## config.mk

```make
export PLATFORM = sky130hd
export DESIGN_NAME = stream_framer_fifo
export DESIGN_NICKNAME = d
export VERILOG_FILES = /design/src/rtl/stream_pkg.sv /design/src/rtl/sync_fifo.sv /design/src/rtl/stream_framer_fifo.sv
export SDC_FILE = /design/constraint.sdc
export NUM_CORES = 1
export LEC_CHECK = 0
export CAP_MARGIN = 25
export CORE_ASPECT_RATIO = 0.8
export CORE_UTILIZATION = 32
export CTS_CLUSTER_DIAMETER = 30
export DETAILED_ROUTE_END_ITERATION = 7
export GPL_ROUTABILITY_DRIVEN = 0
export PLACE_DENSITY = 0.48
export SLEW_MARGIN = 25
export SYNTH_ARGS = -nofsm -noshare
export SYNTH_HDL_FRONTEND = slang
export SYNTH_SLANG_ARGS = --single-unit
```

## constraint.sdc

```tcl
create_clock -name i_clock -period 4.8 [get_ports i_clock]
set_input_delay 1.2 -clock i_clock [delete_from_list [all_inputs] [get_ports i_clock]]
set_output_delay 1.2 -clock i_clock [all_outputs]
set_load 0.05 [all_outputs]
```

## src/rtl/stream_pkg.sv

```systemverilog
// Shared definitions for the stream framer path.
//   SAMPLE_W      : default sample width, matching the upstream stage
//   sample_t      : sample word of the default width
//   level_width() : width needed to hold a FIFO occupancy of 0..depth
//   LEVEL_W       : level width for the default depth
package stream_pkg;

    localparam int SAMPLE_W      = 16;
    localparam int DEFAULT_DEPTH = 16;

    typedef logic [SAMPLE_W-1:0] sample_t;

    function automatic int level_width(input int depth);
        return $clog2(depth + 1);
    endfunction

    localparam int LEVEL_W = $clog2(DEFAULT_DEPTH + 1);

endpackage

```

## src/rtl/sync_fifo.sv

```systemverilog
// First-word-fall-through synchronous FIFO with drop-on-full.
//   i_clock, i_reset : clock, synchronous active-high reset
//   i_wr_en/i_wr_data: write request (cannot be stalled)
//   i_rd_en          : consumer ready; pops only when an entry is present
//   o_valid/o_rd_data: head entry (o_rd_data undefined when o_valid=0)
//   o_level          : occupancy 0..DEPTH
//   o_drop           : a write was refused this cycle (full, no pop)
module sync_fifo
    import stream_pkg::*;
#(
    parameter int WIDTH = SAMPLE_W,
    parameter int DEPTH = DEFAULT_DEPTH
) (
    input  logic                          i_clock,
    input  logic                          i_reset,
    input  logic                          i_wr_en,
    input  logic [WIDTH-1:0]              i_wr_data,
    input  logic                          i_rd_en,
    output logic                          o_valid,
    output logic [WIDTH-1:0]              o_rd_data,
    output logic [level_width(DEPTH)-1:0] o_level,
    output logic                          o_drop
);

    localparam int PTR_W = $clog2(DEPTH);
    localparam int LVL_W = level_width(DEPTH);

    logic [WIDTH-1:0] r_mem [DEPTH];
    logic [PTR_W-1:0] r_wr_ptr;
    logic [PTR_W-1:0] r_rd_ptr;
    logic [LVL_W-1:0] r_level;

    logic w_empty;
    logic w_full;
    logic w_pop;
    logic w_push;

    // Pointers alone cannot tell full from empty; the level counter does.
    assign w_empty = (r_level == '0);
    assign w_full  = (r_level == LVL_W'(DEPTH));
    assign w_pop   = i_rd_en & ~w_empty;
    // When full, a simultaneous pop frees the slot the write lands in.
    assign w_push  = i_wr_en & (~w_full | w_pop);

    assign o_valid   = ~w_empty;
    assign o_rd_data = r_mem[r_rd_ptr];
    assign o_level   = r_level;
    assign o_drop    = i_wr_en & w_full & ~w_pop;

    always_ff @(posedge i_clock) begin
        if (w_push && !i_reset) begin
            r_mem[r_wr_ptr] <= i_wr_data;
        end
    end

    always_ff @(posedge i_clock) begin
        if (i_reset) begin
            r_wr_ptr <= '0;
            r_rd_ptr <= '0;
            r_level  <= '0;
        end else begin
            if (w_push) r_wr_ptr <= r_wr_ptr + PTR_W'(1);
            if (w_pop)  r_rd_ptr <= r_rd_ptr + PTR_W'(1);
            case ({w_push, w_pop})
                2'b10:   r_level <= r_level + LVL_W'(1);
                2'b01:   r_level <= r_level - LVL_W'(1);
                default: r_level <= r_level;
            endcase
        end
    end

endmodule

```

## src/rtl/stream_framer_fifo.sv

```systemverilog
// Buffers a valid-only sample stream and re-emits it on ready/valid,
// marking every FRAME_LEN-th transferred word with o_out_last.
//   i_clock, i_reset         : clock, synchronous active-high reset
//   i_in_data, i_in_valid    : upstream samples (no backpressure)
//   o_out_data, o_out_valid  : head word, data zeroed when not valid
//   i_out_ready              : downstream accept
//   o_out_last               : head word closes a frame
//   o_overflow               : sticky, a sample was dropped since reset
//   o_level                  : FIFO occupancy
module stream_framer_fifo
    import stream_pkg::*;
#(
    parameter int WIDTH     = SAMPLE_W,
    parameter int DEPTH     = DEFAULT_DEPTH,
    parameter int FRAME_LEN = 64
) (
    input  logic                       i_clock,
    input  logic                       i_reset,
    input  logic [WIDTH-1:0]           i_in_data,
    input  logic                       i_in_valid,
    output logic [WIDTH-1:0]           o_out_data,
    output logic                       o_out_valid,
    input  logic                       i_out_ready,
    output logic                       o_out_last,
    output logic                       o_overflow,
    output logic [$clog2(DEPTH+1)-1:0] o_level
);

    // Keep at least one bit so FRAME_LEN=1 still elaborates cleanly.
    localparam int CNT_W = (FRAME_LEN > 1) ? $clog2(FRAME_LEN) : 1;

    logic             w_valid;
    logic [WIDTH-1:0] w_head;
    logic             w_drop;
    logic             w_xfer;
    logic             w_cnt_end;

    logic [CNT_W-1:0] r_frame_cnt;
    logic             r_overflow;

    sync_fifo #(
        .WIDTH (WIDTH),
        .DEPTH (DEPTH)
    ) u_fifo (
        .i_clock   (i_clock),
        .i_reset   (i_reset),
        .i_wr_en   (i_in_valid),
        .i_wr_data (i_in_data),
        .i_rd_en   (i_out_ready),
        .o_valid   (w_valid),
        .o_rd_data (w_head),
        .o_level   (o_level),
        .o_drop    (w_drop)
    );

    assign w_xfer    = w_valid & i_out_ready;
    assign w_cnt_end = (r_frame_cnt == CNT_W'(FRAME_LEN - 1));

    assign o_out_valid = w_valid;
    assign o_out_data  = w_valid ? w_head : '0;
    assign o_out_last  = w_valid & w_cnt_end;
    assign o_overflow  = r_overflow;

    // Counts transfers only; dropped samples never reach the output.
    always_ff @(posedge i_clock) begin
        if (i_reset) begin
            r_frame_cnt <= '0;
        end else if (w_xfer) begin
            r_frame_cnt <= w_cnt_end ? '0 : r_frame_cnt + CNT_W'(1);
        end
    end

    always_ff @(posedge i_clock) begin
        if (i_reset) begin
            r_overflow <= 1'b0;
        end else if (w_drop) begin
            r_overflow <= 1'b1;
        end
    end

endmodule

```

==> flow_metrics.py <==
metrics = {
    "sta": {
        "fin_crit_sh_pct": 91.9,
        "tightest_slew_ps": 728,
        "fin_worst_skew_ps": 29.1,
        "tns_ps": 0,
        "finalMaxSlewViolations": 0,
        "setup_violations": 0,
        "grt_setup_unrepaired": "no",
        "fmax_ghz": 0.227,
        "fin_ws_ps": 387,
        "relSlewSlack_pct": 51.4,
        "hold_violations": 0,
        "min_period_ps": 4410,
    },
    "grt": {
        "track_usage_pct": 15.0,
        "gr-total-overflow": 0,
        "grt_pass1_wl_um": 38300,
        "grt_pass1_vias": 5973,
        "grt_antenna_before_repair": 0,
        "grt_max_degree": 65,
    },
    "worst_setup_path": {
        "r2r-end": "u_fifo.r_mem[7][8]",
        "reg2regPathDepth": 5,
        "cp-start-kind": "flop",
        "timing.rr.start": "u_fifo.o_level[4]",
        "end_kind": "primary output",
        "path_max_fanout": 27,
        "critical_path_class": "flop to primary output",
        "cp_data_arrival_time_ps": 3210,
        "r2r_slack_ps": 2020,
        "cp.required_ps": 3600,
    },
    "place": {
        "hpwl_um": 15400,
        "pre_cts_ws_ps": 724,
        "portBuffers": 43,
        "place_inst": 1031,
        "placed_area_um2": 12100,
    },
    "route": {
        "routedWlPerCell_um": 22.5,
        "drtAntennaViolNets": 0,
        "dr.pass1.iters": 4,
        "viasPerCell": 4.97,
        "wl_um": 25300,
        "num_vias": 5606,
        "drt_iter0_markers": 364,
        "drc": 0,
    },
    "cells_and_area": {
        "final_util_pct": 41.4,
        "fin_area_um2": 14000,
        "multi_input_area_um2": 2710,
        "regArea_um2": 8170,
        "layout.nets": 677,
        "num_antenna_cells": 0,
        "num-fill-cells": 2931,
        "syn_to_final_growth_pct": 27.0,
        "final_cells": 1127,
        "drive_above_1_share_pct": 29.7,
    },
    "floorplanning": {
        "die_area_um2": 35100,
        "start_util_pct": 32.6,
        "fp-row-count": 60,
        "core_um2": 33700,
        "die_w_um": 209,
        "die_h_um": 168,
        "io_pins": 44,
    },
    "hold_path": {
        "hold_start": "r_frame_cnt[1]",
        "hold_path_end": "r_frame_cnt[1]",
        "hold_path_class": "flop to flop",
        "min_path_cells": 2,
    },
    "yosys": {
        "syn_inst": 551,
        "synth_warnings": 0,
        "synth_top_cell_area_share_pct": 70.0,
        "yosys.area.top_type": "edfxtp_1",
        "avgSynthCellArea_um2": 19.9,
        "async_flop_share_pct": 0,
        "ys_top_cells_by_area": "edfxtp_1 (70%), mux4_2 (13%), dfxtp_1 (4.4%)",
        "syn-num-nets": 578,
        "synthDistinctLibCells": 40,
        "seq_area_frac_synth_pct": 74.3,
        "synth_seq_cells": 280,
        "netlist_area_um2": 11000,
        "synth_flop_cell": "edfxtp_1",
        "synth_edf_count": 256,
    },
    "clock_network": {
        "numCtsBuffers": 51,
        "hold_buffers": 0,
        "clk_pin_slew_ps": 40,
        "cts_setup_buffers": 0,
        "htreeDepth": 2,
        "cts_resized": 0,
        "clock-sinks": 280,
        "clock_latency_ps": 550,
        "cts_tree": "yes",
        "max-clock-path-buffers": 3,
        "root_buffer": "clkbuf_16",
    },
    "pwr": {
        "peakVddDrop_mv": 0.279,
        "p_leak_nw": 4.40,
        "power_density_nw_per_um2": 582,
    },
    "run": {
        "drv_cap": 0,
    },
    "status": {
        "status": "completed",
    },
}
## worst max path at each step
stage                    endpoint              start  slack (ps)  cells after the start
2_1_floorplan      o_out_data[10]  u_fifo.o_level[0]         990                      5
3_3_place_gp   u_fifo.r_mem[8][3]        i_out_ready         830                      7
3_5_place_dp   u_fifo.r_mem[7][1]        i_out_ready         720                      7
4_1_cts             o_out_data[8]               flop         300                      5
5_1_grt             o_out_data[2]               flop         200                      5
6_report            o_out_data[8]               flop         390                      5
## flip-flops by register name (all words and copies together), names as in the netlist, named ones only
name and count:
u_fifo.r_wr_ptr 4, u_fifo.r_rd_ptr 4, o_overflow 1, r_frame_cnt 6
u_fifo.o_level 5, u_fifo.r_mem 256
## logic make-up after synthesis
group	after synthesis	share of synthesized area, %
DFF	280	74.3
muxes	102	16.6
and+or+nand+nor	76	3.39
AOI/OAI and AO/OA	42	2.63
buffers and inverters	34	1.41
xor gates and xnor gates	10	0.797
adders and majority gates	7	0.797
## cell usage in the layout, fill, tap and decap left out, types with 7 or more instances in the layout
cell type / count
nor2_1: 20
clkdlybuf4s50_1: 43
nand2_1: 11
ha_1: 7
o22ai_1: 16
clkbuf_16: 52
mux2i_1: 34
nor2_2: 12
edfxtp_1: 256
clkinvlp_4: 10
mux4_2: 64
dfxtp_1: 21
bufinv_16: 9
xor2_1: 7
buf_4: 30
## cell type report
cell class              instances  share of cell area (%)
well taps                     434                    3.89
flip-flops and latches        280                    58.6
clock inverters                39                    3.51
clock buffers                  57                    9.46
multi-input cells             237                    19.4
repair buffers                 75                    4.99
inverters                       5                   0.134
## per-layer routing
metal	vias up	routed length [µm]	track usage, %
met5	-	0	0
met4	0	714	5.50
met3	50	1130	3.04
met2	147	11600	23.0
met1	2936	11900	21.0
li1	2473	-	-
## worst max-delay path, stage by stage, from the launching register on
cell             delay, ps
dfxtp_4                660
buf_12                 310
mux4_2                 540
mux2i_1                260
o22ai_1                160
clkdlybuf4s50_1        720
## stage by stage
| stage | hold slack [ps] | total power [W] |
|---|---|---|
| global route | 516 | 0.00841 |
| CTS | 487 | 0.00822 |
| finish | 489 | 0.00812 |
| floorplan | 448 | 0.00396 |
| detailed placement | 481 | 0.00449 |
| global placement | 466 | 0.00448 |
## synth_stat cells (all sizes together), types with 2 or more instances
| cell | instances |
|---|---|
| xnor2 | 3 |
| nand4 | 2 |
| mux2 | 4 |
| mux4 | 64 |
| o22ai | 16 |
| a211oi | 2 |
| o211ai | 4 |
| buf | 16 |
| a22oi | 3 |
| nand2 | 11 |
| nor2 | 32 |
| xor2 | 7 |
| o2111ai | 2 |
| nor2b | 5 |
| dfxtp | 24 |
| or4 | 2 |
| a21oi | 6 |
| inv | 5 |
| edfxtp | 256 |
| clkbuf | 13 |
| and3 | 2 |
| o21ai | 6 |
| ha | 7 |
| nor3 | 7 |
| mux2i | 34 |
| nand2b | 6 |
| nand3 | 6 |
## report_power, final
group | switching [W] | internal (W)
Clock | 0.00123 | 0.00248
Combinational | 0.000947 | 0.000645
Sequential | 0.0000996 | 0.00272
Total | 0.00228 | 0.00584
Power figures use the tool's default switching activity.
